### src/rtl/m_axi_cmd_master_if.sv
`default_nettype none
// ============================================================================
// Module   : m_axi_cmd_master_if
// Brief    : Command/response and AXI write/read channel bundle for
//            m_axi_cmd_master (master = design side, slave = environment).
// Revision : 1.0
// ============================================================================
interface m_axi_cmd_master_if #(
    parameter int ADDR_W = 32,
    parameter int DATA_W = 32,
    parameter int ID_W   = 4
);
    logic              cmd_valid_i;
    logic              cmd_ready_o;
    logic              cmd_we_i;
    logic [ADDR_W-1:0] cmd_addr_i;
    logic [DATA_W-1:0] cmd_wdata_i;
    logic [3:0]        cmd_wstrb_i;

    logic              rsp_valid_o;
    logic [DATA_W-1:0] rsp_rdata_o;
    logic [1:0]        rsp_resp_o;
    logic              rsp_timeout_o;

    logic [ID_W-1:0]   awid_o;
    logic [ADDR_W-1:0] awaddr_o;
    logic              awvalid_o;
    logic              awready_i;
    logic [DATA_W-1:0] wdata_o;
    logic [3:0]        wstrb_o;
    logic              wvalid_o;
    logic              wready_i;
    logic [ID_W-1:0]   bid_i;
    logic [1:0]        bresp_i;
    logic              bvalid_i;
    logic              bready_o;

    logic [ID_W-1:0]   arid_o;
    logic [ADDR_W-1:0] araddr_o;
    logic              arvalid_o;
    logic              arready_i;
    logic [ID_W-1:0]   rid_i;
    logic [DATA_W-1:0] rdata_i;
    logic [1:0]        rresp_i;
    logic              rvalid_i;
    logic              rready_o;

    modport master (
        input  cmd_valid_i, cmd_we_i, cmd_addr_i, cmd_wdata_i, cmd_wstrb_i,
        output cmd_ready_o,
        output rsp_valid_o, rsp_rdata_o, rsp_resp_o, rsp_timeout_o,
        output awid_o, awaddr_o, awvalid_o, wdata_o, wstrb_o, wvalid_o, bready_o,
        input  awready_i, wready_i, bid_i, bresp_i, bvalid_i,
        output arid_o, araddr_o, arvalid_o, rready_o,
        input  arready_i, rid_i, rdata_i, rresp_i, rvalid_i
    );

    modport slave (
        output cmd_valid_i, cmd_we_i, cmd_addr_i, cmd_wdata_i, cmd_wstrb_i,
        input  cmd_ready_o,
        input  rsp_valid_o, rsp_rdata_o, rsp_resp_o, rsp_timeout_o,
        input  awid_o, awaddr_o, awvalid_o, wdata_o, wstrb_o, wvalid_o, bready_o,
        output awready_i, wready_i, bid_i, bresp_i, bvalid_i,
        input  arid_o, araddr_o, arvalid_o, rready_o,
        output arready_i, rid_i, rdata_i, rresp_i, rvalid_i
    );
endinterface
`default_nettype wire

### src/rtl/m_axi_cmd_master.sv
`default_nettype none
// ============================================================================
// Module   : m_axi_cmd_master
// Brief    : Single-outstanding AXI master turning one command into one AXI
//            write or read, with per-handshake wait timeout.
// Revision : 1.0
// ============================================================================
module m_axi_cmd_master #(
    parameter int ADDR_W  = 32,
    parameter int DATA_W  = 32,
    parameter int ID_W    = 4,
    parameter int TXN_ID  = 0,
    parameter int TIMEOUT = 255
) (
    input  logic              clk,
    input  logic              areset,
    m_axi_cmd_master_if.master bus
);

    localparam int               c_cnt_w   = (TIMEOUT > 255) ? $clog2(TIMEOUT + 1) : 8;
    localparam logic [c_cnt_w-1:0] c_cnt_max = '1;
    localparam logic [c_cnt_w-1:0] c_timeout = c_cnt_w'(TIMEOUT);
    localparam logic [ID_W-1:0]  c_txn_id  = ID_W'(TXN_ID);
    localparam logic [1:0]       c_slverr  = 2'b10;

    typedef enum logic [2:0] {
        S_IDLE    = 3'd0,
        S_WR_REQ  = 3'd1,
        S_WR_RESP = 3'd2,
        S_RD_REQ  = 3'd3,
        S_RD_DATA = 3'd4,
        S_DONE    = 3'd5
    } state_t;

    state_t              r_state;
    logic                r_cmd_ready;
    logic                r_awvalid;
    logic                r_wvalid;
    logic                r_arvalid;
    logic                r_bready;
    logic                r_rready;
    logic [ADDR_W-1:0]   r_addr;
    logic [DATA_W-1:0]   r_wdata;
    logic [3:0]          r_wstrb;
    logic [c_cnt_w-1:0]  r_cnt;
    logic                r_rsp_valid;
    logic [DATA_W-1:0]   r_rsp_rdata;
    logic [1:0]          r_rsp_resp;
    logic                r_rsp_timeout;

    logic                w_aw_hs;
    logic                w_w_hs;
    logic                w_ar_hs;
    logic                w_b_hs;
    logic                w_r_hs;
    logic                w_any_hs;
    logic                w_wait_state;
    logic [c_cnt_w-1:0]  w_cnt_next;
    logic                w_timeout;

    // Valid/ready registers are only ever set in their own state, so the
    // handshake terms need no state qualification.
    assign w_aw_hs  = r_awvalid && bus.awready_i;
    assign w_w_hs   = r_wvalid  && bus.wready_i;
    assign w_ar_hs  = r_arvalid && bus.arready_i;
    assign w_b_hs   = r_bready  && bus.bvalid_i;
    assign w_r_hs   = r_rready  && bus.rvalid_i;
    assign w_any_hs = w_aw_hs || w_w_hs || w_ar_hs || w_b_hs || w_r_hs;

    assign w_wait_state = (r_state == S_WR_REQ)  || (r_state == S_WR_RESP) ||
                          (r_state == S_RD_REQ)  || (r_state == S_RD_DATA);

    // Saturating increment: with TIMEOUT=0 the counter parks at its max.
    assign w_cnt_next = (r_cnt == c_cnt_max) ? r_cnt : r_cnt + 1'b1;
    assign w_timeout  = (TIMEOUT != 0) && (w_cnt_next == c_timeout);

    always_ff @(posedge clk) begin
        if (areset) begin
            r_state       <= S_IDLE;
            r_cmd_ready   <= 1'b1;
            r_awvalid     <= 1'b0;
            r_wvalid      <= 1'b0;
            r_arvalid     <= 1'b0;
            r_bready      <= 1'b0;
            r_rready      <= 1'b0;
            r_addr        <= '0;
            r_wdata       <= '0;
            r_wstrb       <= '0;
            r_cnt         <= '0;
            r_rsp_valid   <= 1'b0;
            r_rsp_rdata   <= '0;
            r_rsp_resp    <= 2'b00;
            r_rsp_timeout <= 1'b0;
        end else begin
            r_rsp_valid <= 1'b0;
            case (r_state)
                S_IDLE: begin
                    r_cnt <= '0;
                    if (bus.cmd_valid_i && r_cmd_ready) begin
                        r_cmd_ready <= 1'b0;
                        r_addr      <= bus.cmd_addr_i;
                        r_wdata     <= bus.cmd_wdata_i;
                        r_wstrb     <= bus.cmd_wstrb_i;
                        if (bus.cmd_we_i) begin
                            r_awvalid <= 1'b1;
                            r_wvalid  <= 1'b1;
                            r_state   <= S_WR_REQ;
                        end else begin
                            r_arvalid <= 1'b1;
                            r_state   <= S_RD_REQ;
                        end
                    end
                end
                S_WR_REQ: begin
                    if (w_aw_hs) r_awvalid <= 1'b0;
                    if (w_w_hs)  r_wvalid  <= 1'b0;
                    // AW and W complete independently; leave once neither is pending.
                    if ((w_aw_hs || !r_awvalid) && (w_w_hs || !r_wvalid)) begin
                        r_bready <= 1'b1;
                        r_cnt    <= '0;
                        r_state  <= S_WR_RESP;
                    end else if (w_aw_hs || w_w_hs) begin
                        r_cnt <= '0;
                    end else begin
                        r_cnt <= w_cnt_next;
                    end
                end
                S_WR_RESP: begin
                    if (w_b_hs) begin
                        r_bready      <= 1'b0;
                        r_rsp_valid   <= 1'b1;
                        r_rsp_rdata   <= '0;
                        r_rsp_resp    <= (bus.bid_i != c_txn_id) ? c_slverr : bus.bresp_i;
                        r_rsp_timeout <= 1'b0;
                        r_cnt         <= '0;
                        r_state       <= S_DONE;
                    end else begin
                        r_cnt <= w_cnt_next;
                    end
                end
                S_RD_REQ: begin
                    if (w_ar_hs) begin
                        r_arvalid <= 1'b0;
                        r_rready  <= 1'b1;
                        r_cnt     <= '0;
                        r_state   <= S_RD_DATA;
                    end else begin
                        r_cnt <= w_cnt_next;
                    end
                end
                S_RD_DATA: begin
                    if (w_r_hs) begin
                        r_rready      <= 1'b0;
                        r_rsp_valid   <= 1'b1;
                        r_rsp_rdata   <= bus.rdata_i;
                        r_rsp_resp    <= (bus.rid_i != c_txn_id) ? c_slverr : bus.rresp_i;
                        r_rsp_timeout <= 1'b0;
                        r_cnt         <= '0;
                        r_state       <= S_DONE;
                    end else begin
                        r_cnt <= w_cnt_next;
                    end
                end
                S_DONE: begin
                    r_cnt       <= '0;
                    r_cmd_ready <= 1'b1;
                    r_state     <= S_IDLE;
                end
                default: begin
                    r_awvalid   <= 1'b0;
                    r_wvalid    <= 1'b0;
                    r_arvalid   <= 1'b0;
                    r_bready    <= 1'b0;
                    r_rready    <= 1'b0;
                    r_cnt       <= '0;
                    r_cmd_ready <= 1'b1;
                    r_state     <= S_IDLE;
                end
            endcase

            // Abort overrides whatever the wait state scheduled above.
            if (w_wait_state && !w_any_hs && w_timeout) begin
                r_awvalid     <= 1'b0;
                r_wvalid      <= 1'b0;
                r_arvalid     <= 1'b0;
                r_bready      <= 1'b0;
                r_rready      <= 1'b0;
                r_cnt         <= '0;
                r_rsp_valid   <= 1'b1;
                r_rsp_rdata   <= '0;
                r_rsp_resp    <= c_slverr;
                r_rsp_timeout <= 1'b1;
                r_state       <= S_DONE;
            end
        end
    end

    assign bus.cmd_ready_o   = r_cmd_ready;
    assign bus.awid_o        = c_txn_id;
    assign bus.awaddr_o      = r_addr;
    assign bus.awvalid_o     = r_awvalid;
    assign bus.wdata_o       = r_wdata;
    assign bus.wstrb_o       = r_wstrb;
    assign bus.wvalid_o      = r_wvalid;
    assign bus.bready_o      = r_bready;
    assign bus.arid_o        = c_txn_id;
    assign bus.araddr_o      = r_addr;
    assign bus.arvalid_o     = r_arvalid;
    assign bus.rready_o      = r_rready;
    assign bus.rsp_valid_o   = r_rsp_valid;
    assign bus.rsp_rdata_o   = r_rsp_rdata;
    assign bus.rsp_resp_o    = r_rsp_resp;
    assign bus.rsp_timeout_o = r_rsp_timeout;

endmodule
`default_nettype wire

### src/flat_wrapper.sv
// flat-port wrapper written by rule: the top's interface ports become plain ports
module m_axi_cmd_master_flat 
#(
    parameter int ADDR_W  = 32,
    parameter int DATA_W  = 32,
    parameter int ID_W    = 4,
    parameter int TXN_ID  = 0,
    parameter int TIMEOUT = 255
)
  (clk, areset, bus_cmd_valid_i, bus_cmd_we_i, bus_cmd_addr_i, bus_cmd_wdata_i, bus_cmd_wstrb_i, bus_cmd_ready_o, bus_rsp_valid_o, bus_rsp_rdata_o, bus_rsp_resp_o, bus_rsp_timeout_o, bus_awid_o, bus_awaddr_o, bus_awvalid_o, bus_wdata_o, bus_wstrb_o, bus_wvalid_o, bus_bready_o, bus_awready_i, bus_wready_i, bus_bid_i, bus_bresp_i, bus_bvalid_i, bus_arid_o, bus_araddr_o, bus_arvalid_o, bus_rready_o, bus_arready_i, bus_rid_i, bus_rdata_i, bus_rresp_i, bus_rvalid_i);
  m_axi_cmd_master_if #(.ADDR_W(ADDR_W), .DATA_W(DATA_W), .ID_W(ID_W)) bus_i ();
  input  logic clk;
  input  logic areset;
  input wire logic [$bits(bus_i.cmd_valid_i)-1:0] bus_cmd_valid_i;
  input wire logic [$bits(bus_i.cmd_we_i)-1:0] bus_cmd_we_i;
  input wire logic [$bits(bus_i.cmd_addr_i)-1:0] bus_cmd_addr_i;
  input wire logic [$bits(bus_i.cmd_wdata_i)-1:0] bus_cmd_wdata_i;
  input wire logic [$bits(bus_i.cmd_wstrb_i)-1:0] bus_cmd_wstrb_i;
  output wire logic [$bits(bus_i.cmd_ready_o)-1:0] bus_cmd_ready_o;
  output wire logic [$bits(bus_i.rsp_valid_o)-1:0] bus_rsp_valid_o;
  output wire logic [$bits(bus_i.rsp_rdata_o)-1:0] bus_rsp_rdata_o;
  output wire logic [$bits(bus_i.rsp_resp_o)-1:0] bus_rsp_resp_o;
  output wire logic [$bits(bus_i.rsp_timeout_o)-1:0] bus_rsp_timeout_o;
  output wire logic [$bits(bus_i.awid_o)-1:0] bus_awid_o;
  output wire logic [$bits(bus_i.awaddr_o)-1:0] bus_awaddr_o;
  output wire logic [$bits(bus_i.awvalid_o)-1:0] bus_awvalid_o;
  output wire logic [$bits(bus_i.wdata_o)-1:0] bus_wdata_o;
  output wire logic [$bits(bus_i.wstrb_o)-1:0] bus_wstrb_o;
  output wire logic [$bits(bus_i.wvalid_o)-1:0] bus_wvalid_o;
  output wire logic [$bits(bus_i.bready_o)-1:0] bus_bready_o;
  input wire logic [$bits(bus_i.awready_i)-1:0] bus_awready_i;
  input wire logic [$bits(bus_i.wready_i)-1:0] bus_wready_i;
  input wire logic [$bits(bus_i.bid_i)-1:0] bus_bid_i;
  input wire logic [$bits(bus_i.bresp_i)-1:0] bus_bresp_i;
  input wire logic [$bits(bus_i.bvalid_i)-1:0] bus_bvalid_i;
  output wire logic [$bits(bus_i.arid_o)-1:0] bus_arid_o;
  output wire logic [$bits(bus_i.araddr_o)-1:0] bus_araddr_o;
  output wire logic [$bits(bus_i.arvalid_o)-1:0] bus_arvalid_o;
  output wire logic [$bits(bus_i.rready_o)-1:0] bus_rready_o;
  input wire logic [$bits(bus_i.arready_i)-1:0] bus_arready_i;
  input wire logic [$bits(bus_i.rid_i)-1:0] bus_rid_i;
  input wire logic [$bits(bus_i.rdata_i)-1:0] bus_rdata_i;
  input wire logic [$bits(bus_i.rresp_i)-1:0] bus_rresp_i;
  input wire logic [$bits(bus_i.rvalid_i)-1:0] bus_rvalid_i;
  assign bus_i.cmd_valid_i = bus_cmd_valid_i;
  assign bus_i.cmd_we_i = bus_cmd_we_i;
  assign bus_i.cmd_addr_i = bus_cmd_addr_i;
  assign bus_i.cmd_wdata_i = bus_cmd_wdata_i;
  assign bus_i.cmd_wstrb_i = bus_cmd_wstrb_i;
  assign bus_cmd_ready_o = bus_i.cmd_ready_o;
  assign bus_rsp_valid_o = bus_i.rsp_valid_o;
  assign bus_rsp_rdata_o = bus_i.rsp_rdata_o;
  assign bus_rsp_resp_o = bus_i.rsp_resp_o;
  assign bus_rsp_timeout_o = bus_i.rsp_timeout_o;
  assign bus_awid_o = bus_i.awid_o;
  assign bus_awaddr_o = bus_i.awaddr_o;
  assign bus_awvalid_o = bus_i.awvalid_o;
  assign bus_wdata_o = bus_i.wdata_o;
  assign bus_wstrb_o = bus_i.wstrb_o;
  assign bus_wvalid_o = bus_i.wvalid_o;
  assign bus_bready_o = bus_i.bready_o;
  assign bus_i.awready_i = bus_awready_i;
  assign bus_i.wready_i = bus_wready_i;
  assign bus_i.bid_i = bus_bid_i;
  assign bus_i.bresp_i = bus_bresp_i;
  assign bus_i.bvalid_i = bus_bvalid_i;
  assign bus_arid_o = bus_i.arid_o;
  assign bus_araddr_o = bus_i.araddr_o;
  assign bus_arvalid_o = bus_i.arvalid_o;
  assign bus_rready_o = bus_i.rready_o;
  assign bus_i.arready_i = bus_arready_i;
  assign bus_i.rid_i = bus_rid_i;
  assign bus_i.rdata_i = bus_rdata_i;
  assign bus_i.rresp_i = bus_rresp_i;
  assign bus_i.rvalid_i = bus_rvalid_i;
  m_axi_cmd_master #(.ADDR_W(ADDR_W), .DATA_W(DATA_W), .ID_W(ID_W), .TXN_ID(TXN_ID), .TIMEOUT(TIMEOUT)) u_core (.clk(clk), .areset(areset), .bus(bus_i));
endmodule
### config.mk
export PLATFORM = sky130hd
export DESIGN_NAME = m_axi_cmd_master_flat
export DESIGN_NICKNAME = d
export VERILOG_FILES = /design/src/rtl/m_axi_cmd_master_if.sv /design/src/rtl/m_axi_cmd_master.sv /design/src/flat_wrapper.sv
export SDC_FILE = /design/constraint.sdc
export NUM_CORES = 1
export LEC_CHECK = 0
export ABC_AREA = 1
export CAP_MARGIN = 20
export CORE_UTILIZATION = 45
export CTS_CLUSTER_DIAMETER = 150
export DETAILED_ROUTE_END_ITERATION = 6
export GPL_ROUTABILITY_DRIVEN = 0
export PLACE_DENSITY = 0.9
export RECOVER_POWER = 25
export SETUP_SLACK_MARGIN = 0.3
export SYNTH_ARGS = -nofsm -noshare
export SYNTH_HDL_FRONTEND = slang
export SYNTH_SLANG_ARGS = --single-unit
### constraint.sdc
create_clock -name clk -period 4.4 [get_ports clk]
set_input_delay 1.1 -clock clk [delete_from_list [all_inputs] [get_ports clk]]
set_output_delay 1.1 -clock clk [all_outputs]
set_load 0.05 [all_outputs]
==> results of run 1 <==
cell type report:
type	instances	share of cell area
multi-input cells	563	0.310
inverters	29	0.0125
flip-flops and latches	121	0.278
clock inverters	10	0.0144
repair buffers	269	0.308
clock buffers	21	0.0529
well taps	168	0.0241
registers in the layout, indices dropped and copies added, names as in the netlist:
register and cells:
u_core.bus.bready_o 1, u_core.bus.rsp_valid_o 1, u_core.bus.rsp_resp_o 2, u_core.r_state 3, u_core.bus.rsp_rdata_o 32, u_core.r_cnt 8
u_core.bus.wdata_o 32, u_core.bus.arvalid_o 1, u_core.bus.rsp_timeout_o 1, u_core.bus.wstrb_o 4, u_core.bus.wvalid_o 1, u_core.bus.cmd_ready_o 1
u_core.bus.rready_o 1, u_core.bus.awvalid_o 1, u_core.bus.araddr_o 32
power groups by stage:
stage               clock network, mW  registers [mW]  logic (mW)
global placement                    0            1.51        2.70
finish                           1.39            1.51        2.74
floorplan                           0            2.26        1.20
detailed placement                  0            1.51        2.73
global route                     1.46            1.53        2.90
CTS                              1.40            1.50        2.74
final timing paths:
kind / to / slack [ps] / cells after the start
worst max-delay path: u_core.bus.rsp_rdata_o[12] / 1100 / 8
worst min-delay path: u_core.bus.rsp_timeout_o / 470 / 2
worst max register to register: u_core.bus.rsp_rdata_o[12] / 1330 / 9
worst min register to register: u_core.bus.rsp_timeout_o / 470 / 2
metal layers:
metal | wire length [um] | vias to the layer above | GRT usage | share of wire
li1 | - | 2888 | - | -
met1 | 6860 | 2639 | 0.300 | 0.38
met2 | 9000 | 238 | 0.474 | 0.50
met3 | 1330 | 47 | 0.0865 | 0.075
met4 | 675 | 0 | 0.141 | 0.038
met5 | 0 | - | 0 | 0
cells by family after synthesis:
family / after synthesis / synth area share
adders and majority gates: 3 / 0.00656
DFF: 121 / 0.423
xor gates and xnor gates: 1 / 0.00153
and+or+nand+nor: 417 / 0.336
buffers and inverters: 108 / 0.112
muxes: 1 / 0.00175
AOI/OAI and AO/OA: 133 / 0.118
other: 1 / 0.000655
cell usage in the layout (no fill, tap or decap), types with 4 or more instances in the layout:
master	n
clkbuf_16	17
nor2_4	32
nand2_1	142
inv_1	25
nand3_1	44
nor2_1	179
o21ai_0	121
dfxtp_1	121
clkdlybuf4s50_1	259
nand2_2	6
a21oi_1	6
clkinv_2	7
nand4_1	4
conb_1	8
critical path: stages:
cell and delay, ps:
dlygate4sd3_1 540, nand2_1 270, inv_1 110, nand2_1 80, nand2_1 120, clkbuf_2 620, o21ai_0 670, nor2_4 60
per-stage QoR:
stage               hold WS (ps)  power [mW]  std cells  utilization
floorplan                    593        3.45        792            -
CTS                          471        5.65       1179        0.712
finish                       471        5.63       1181        0.713
detailed placement           462        4.24       1148        0.664
global route                 487        5.89       1181        0.713
global placement             460        4.21       1148        0.664
==> results.cfg, run 1 <==
[run_status]
status = finished clean

[place]
place_area_sq_um = 8110
place_ws_ps = 1000
io_buffers = 262
place_hpwl_um = 12500

[worst_setup_path]
cp-startpoint = bus_rvalid_i
cp.arrival_ps = 3600
timing.rr.start = u_core.r_state[1]
required_ps = 4700
cp_max_fo = 65
criticalPathCategory = in2reg
startpoint_type = primary input
cp-end-kind = flip-flop

[power_and_ir_drop]
combPwrFrac = 0.486
power_density_nw_per_um2 = 647
intPower_mw = 3.09
netSwitchingFraction = 0.451
pwr-share-seq = 0.267
p_leak_nw = 3.41
irDropWorstVdd_v = 0.000480
power_switching_mw = 2.54
power.clock.fraction = 0.246

[floorplanning]
die_area_sq_um = 13200
die_w_um = 115
core_area_sq_um = 12200
num_rows = 40
chipHeight_um = 115
start_util = 0.469
pin_count = 271

[clocking]
clockRootBuffer = clkbuf_16
clk_latency_ps = 420
cts.htree.levels = 4
cts_max_path_buffers = 2
cts.sinks = 121
postCtsHoldBufs = 0
post_cts_buffers = 0
post_cts_resized = 0
cts_made_buffers = 17
cts_tree = done
clk_pin_slew_ps = 60

[logic_synthesis]
yosysWarnings = 0
synth_top_area_share = 0.423
async_flop_share = 0
yosysUniqueCellTypes = 31
syn_avg_cell_area_sq_um = 7.29
yosysMostFrequentCell = nor2_1
ys_seq_area_frac = 0.423
synth_seq_cells = 121
yosys-top-cells-count = 179 x nor2_1, 142 x nand2_1, 121 x dfxtp_1
synth_edf_count = 0
netlist_instances = 785
synth_area_leader_cell = dfxtp_1
synthTopCellsByArea = dfxtp_1 42%, nor2_1 12%, o21ai_0 10%, nand2_1 9.3%, nor2_4 6.1%
syn_area_sq_um = 5720
ys.flop_type = dfxtp_1

[drt]
vias = 5812
drt-total-wl_um = 17900
drc = 0
antenna_left = 0
firstDrtPassIters = 5
dr.first_iter.drc_count = 372
wl_per_cell_um = 15.1
vias_per_cell = 4.92

[layout]
finalInstanceArea_sq_um = 8710
area_growth_pct = 52.1
finish.net_count = 1125
multi_input_area_sq_um = 2700
diodes = 0
drive_gt1_frac = 0.0839
ff_latch_area_sq_um = 2420
fillers = 962

[min_path]
hp-class = reg2reg
hp-start = u_core.bus.rsp_timeout_o

[grt]
track_usage = 0.273
grt_pass1_wl_um = 27500
grt_pass1_vias = 5516
overflow = 0
antenna_found_initial = 0
grt_max_degree = 70

[timing]
max_freq_mhz = 303
tightest_slew_ps = 1160
setup_ws_ps = 1100
clock_skew_ps = 7.97
finalCritPeriodShare = 0.749
period_minus_slack_ps = 3300
timing.setup.tns_ps = 0
relSlewSlack = 0.228
finalHoldViolations = 0
setup_violations = 0
rsz0062_at_grt = false
finalMaxSlewViolations = 0

[run]
maxCapViolations = 0
No activity file was read; power rests on OpenSTA's default activity.
==> run 2: changes to the inputs <==
- CORE_UTILIZATION: 45 -> 37
- PLACE_DENSITY: 0.9 -> 0.79
- clock period: 4.4 -> 3 ns (I/O delays scaled with it)
==> run 2 against run 1 <==
Clock skew up 3.5 ps. Hold slack got worse by 4.4 ps. Critical path depth is 3 higher. First-iteration DRC count is 9.1% higher. Non-clock buffer count up 6. Largest cell class is now buffers.
==> results.cfg, run 2 (same netlist as run 1, synthesis figures left out) <==
[timing]
setup_violations = 0
finalHoldViolations = 0
tightest_slew_ps = 1190
rsz0062_at_grt = false
finalCritPeriodShare = 0.839
finalMaxSlewViolations = 0
setup_ws_ps = 482
max_freq_mhz = 397
period_minus_slack_ps = 2520
relSlewSlack = 0.205
timing.setup.tns_ps = 0
hold_slack_ps = 466
clock_skew_ps = 11.5

[grt]
track_usage = 0.207
grt_pass1_vias = 5294
grt_pass1_wl_um = 26000
grt_max_degree = 70
overflow = 0
antenna_found_initial = 1

[clocking]
cts.htree.levels = 4
cts_made_buffers = 17
clk_pin_slew_ps = 50
cts.sinks = 121
post_cts_resized = 0
post_cts_buffers = 0
cts_tree = done
cts_max_path_buffers = 2
clockRootBuffer = clkbuf_16
clk_latency_ps = 410
postCtsHoldBufs = 0

[drt]
wl_per_cell_um = 13.6
wl_met1_um = 6690
firstDrtPassIters = 5
routed.top_layer = met4
drt-total-wl_um = 16400
drc = 0
vias_per_cell = 4.70
wl_met2_um = 8530
met3WireLength_um = 1090
vias = 5672
antenna_left = 0
dr.first_iter.drc_count = 406

[min_path]
hp-class = reg2reg

[layout]
drive_gt1_frac = 0.0893
final_cell_mix = 261 x clkdlybuf4s50_1, 179 x nor2_1, 143 x nand2_1, 121 x dfxtp_1, 120 x o21ai_0
finish.net_count = 1131
fillers = 1356
final_common_cell = clkdlybuf4s50_1
area_growth_pct = 54.5
finalInstanceArea_sq_um = 8840

[floorplanning]
pin_count = 271
core_area_sq_um = 15100
chipHeight_um = 126
die_w_um = 126
start_util = 0.378
die_area_sq_um = 16000
num_rows = 45

[worst_setup_path]
path_cells = ha_1 > nand3_1 > inv_2 > nand2_4 > nand2_4 > nand3_1 > nor2_1 > nand3_2 > nand2_1 > buf_12 > nor2_1
cpLargestDelayFamily = simple AND/OR/NAND/NOR gates
criticalPathCategory = reg2reg
startpoint_type = flip-flop
cp.arrival_ps = 2820
required_ps = 3300
cp_max_fo = 14
worst_path_max_delay_cell = nand2_1
cp_num_buf_inv = 2
cp-end-kind = flip-flop
slowest_delay_ps = 610

[place]
place_hpwl_um = 11700
place_ws_ps = 530
io_buffers = 262
place_area_sq_um = 8250

[power_and_ir_drop]
power_mw = 8.32
irDropWorstVdd_v = 0.000684
power_density_nw_per_um2 = 940
p_leak_nw = 3.44

[run_status]
status = finished clean

[run]
maxCapViolations = 0
-- run 2: changes by cell type in the layout (fill, tap and decap cells not counted), moves of 4 or more --
| cell | delta |
|---|---|
| clkinvlp_4 | +4 |
| clkinv_2 | -5 |
| buf_12 | +4 |
| buf_4 | +4 |
-- run 2: final cells by class --
type	count	area [sq um]	share of cell area
Timing Repair Buffer	275	2780	0.314
Multi-Input combinational cell	563	2690	0.304
Sequential cell	121	2420	0.274
Clock buffer	20	457	0.0516
Tap cell	188	235	0.0266
Clock inverter	11	148	0.0167
Inverter	29	109	0.0123
Antenna cell	1	2.50	0.000283
-- run 2: worst paths after layout --
check,startpoint,to,slack [ps],cells past startpoint
setup reg to reg,u_core.r_cnt[0],u_core.bus.rsp_rdata_o[0],480,11
hold / removal,u_core.bus.rsp_timeout_o,u_core.bus.rsp_timeout_o,470,2
setup / recovery,u_core.r_cnt[0],u_core.bus.rsp_rdata_o[0],480,11
hold reg to reg,u_core.bus.rsp_timeout_o,u_core.bus.rsp_timeout_o,470,2
-- run 2: where the power goes --
part           internal [mW]  total (mW)  leakage (nW)  switching [mW]
sequential              1.96        2.21         0.989           0.251
clock                   1.34        2.07         0.284           0.731
combinational           1.27        4.03          2.17            2.76
-- run 2: metal layers --
layer,global-route usage,up-vias
li1,-,2909
met1,0.227,2573
met2,0.370,181
met3,0.0751,9
met4,0.0666,0
met5,0,-
-- run 2: worst reg2reg max path, cell delays in order, from the launching register on --
cell	delay [ps]
dfxtp_1	410
ha_1	260
nand3_1	130
inv_2	110
nand2_4	100
nand2_4	120
nand3_1	90
nor2_1	150
nand3_2	80
nand2_1	610
buf_12	280
nor2_1	60
-- run 2: through the flow --
step | utilization | instances
detailed placement | 0.545 | 1176
floorplan | - | 792
global placement | 0.545 | 1176
global route | 0.584 | 1207
finish | 0.584 | 1208
CTS | 0.584 | 1207
==> run 3: changes to the inputs <==
- CORE_UTILIZATION: 37 -> 41
- PLACE_DENSITY: 0.79 -> 0.83
- clock period: 3 -> 2.34 ns (I/O delays scaled with it)
==> run 3 against run 2 <==
Register-to-register slack lost 50 ps. Core utilization grew 6.6 points. Wire length grew 6.0%. Global-route usage grew 3.7 points. Largest power group unchanged. Clock skew shrank 5.6 ps. Sequential share of layout area grew 0.34 points. Largest cell class is now multi-input gates.
==> results.cfg, run 3 (same netlist as run 1, synthesis figures left out) <==
[run_status]
status = finished clean

[worst_setup_path]
reg2regPathDepth = 11
cp_num_buf_inv = 3
required_ps = 2690
slowest_delay_ps = 580
worst_path_max_delay_cell = clkbuf_4
cpLargestDelayFamily = buffers and inverters
cp.depth = 5
criticalPathCategory = in2reg
startpoint_type = primary input
cp-end-kind = flip-flop
cp.arrival_ps = 2330
cp_max_fo = 69
path_cells = clkdlybuf4s50_1 > inv_1 > clkbuf_4 > o21ai_0 > nor2_1

[drt]
drc = 0
met3WireLength_um = 1390
drt-total-wl_um = 17400
antenna_left = 0
wl_per_cell_um = 14.5
vias = 5841
wl_met1_um = 6920
routed.top_layer = met4
firstDrtPassIters = 6
wl_met2_um = 8490
dr.first_iter.drc_count = 313
vias_per_cell = 4.86

[clocking]
postCtsHoldBufs = 0
cts_tree = done
clk_pin_slew_ps = 50
clockRootBuffer = clkbuf_16
cts.sinks = 121
cts_made_buffers = 17
cts.htree.levels = 4
clk_latency_ps = 410
cts_max_path_buffers = 2

[timing]
setup_violations = 0
relSlewSlack = 0.581
clock_skew_ps = 5.84
period_minus_slack_ps = 1980
timing.setup.tns_ps = 0
tightest_slew_ps = 628
finalCritPeriodShare = 0.846
rsz0062_at_grt = false
setup_ws_ps = 361
finalHoldViolations = 0
finalMaxSlewViolations = 0
max_freq_mhz = 505
hold_slack_ps = 474

[grt]
track_usage = 0.244
grt_max_degree = 70
grt_pass1_wl_um = 27400
grt_pass1_vias = 5559
antenna_found_initial = 0
overflow = 0

[floorplanning]
die_area_sq_um = 14400
start_util = 0.425
chipHeight_um = 120
core_area_sq_um = 13500
pin_count = 271
die_w_um = 120
num_rows = 42

[layout]
diodes = 0
multi_input_area_sq_um = 2730
post-route-util = 0.650
final_cell_mix = 178 x nor2_1, 140 x nand2_1, 140 x dlygate4sd2_1, 120 x o21ai_0, 120 x clkdlybuf4s50_1
finalInstanceArea_sq_um = 8740
fin_cells = 1202
finish.net_count = 1139
ff_latch_area_sq_um = 2420
final_common_cell = nor2_1
area_growth_pct = 52.8
drive_gt1_frac = 0.102
fillers = 1184

[min_path]
hp-class = reg2reg
whs_path_depth = 2

[place]
io_buffers = 262
place_hpwl_um = 12500
place_ws_ps = 102
dp.cells = 1168
place_area_sq_um = 8290

[power_and_ir_drop]
power_mw = 10.2
p_leak_nw = 4.09
power_density_nw_per_um2 = 1170
irDropWorstVdd_v = 0.000850

[run]
maxCapViolations = 0
run 3: cell types whose count changed in the layout (fill, tap and decap cells not counted), sizes merged, moves of 2 or more:
cell	change
buf	+8
clkinvlp	-3
clkbuf	+2
dlymetal6s2s	+2
clkdlybuf4s50	-141
dlygate4sd2	+140
run 3: metal layers:
metal,track usage,vias to the layer above
met1,0.273,2633
li1,-,2919
met2,0.417,247
met4,0.118,0
met3,0.0756,42
met5,0,-
run 3: final timing paths:
check	start	end	slack (ps)
min reg2reg	u_core.bus.rsp_timeout_o	u_core.bus.rsp_timeout_o	470
max reg2reg	u_core.r_cnt[0]	u_core.bus.rsp_rdata_o[26]	430
max	areset	u_core.bus.wdata_o[21]	360
min	u_core.bus.rsp_timeout_o	u_core.bus.rsp_timeout_o	470
run 3: cell type report:
type	instances	area share
tap	176	0.0252
clock buffer	22	0.0542
sequential	121	0.277
inverter	29	0.0127
multi-input combinational	563	0.312
timing repair buffer	283	0.308
clock inverter	8	0.0110
run 3: power breakdown:
part           internal, mW  switching, mW
Clock                  1.63          0.901
Combinational          1.28           3.60
Sequential             2.52          0.302
run 3: worst register-to-register path: cells and delay by family, from the launching register on:
family | cells | cell delay (ps)
buf+inv | 2 | 300
flops | 1 | 360
simple gates | 8 | 910
fa+ha+maj | 1 | 220
run 3: timing repair:
item / 4_1_cts / 5_1_grt
resized for setup: 143 / 10
buffers inserted: 4 / 0
pin swaps: 1 / 1
endpoints found under the setup margin: 184 / 50
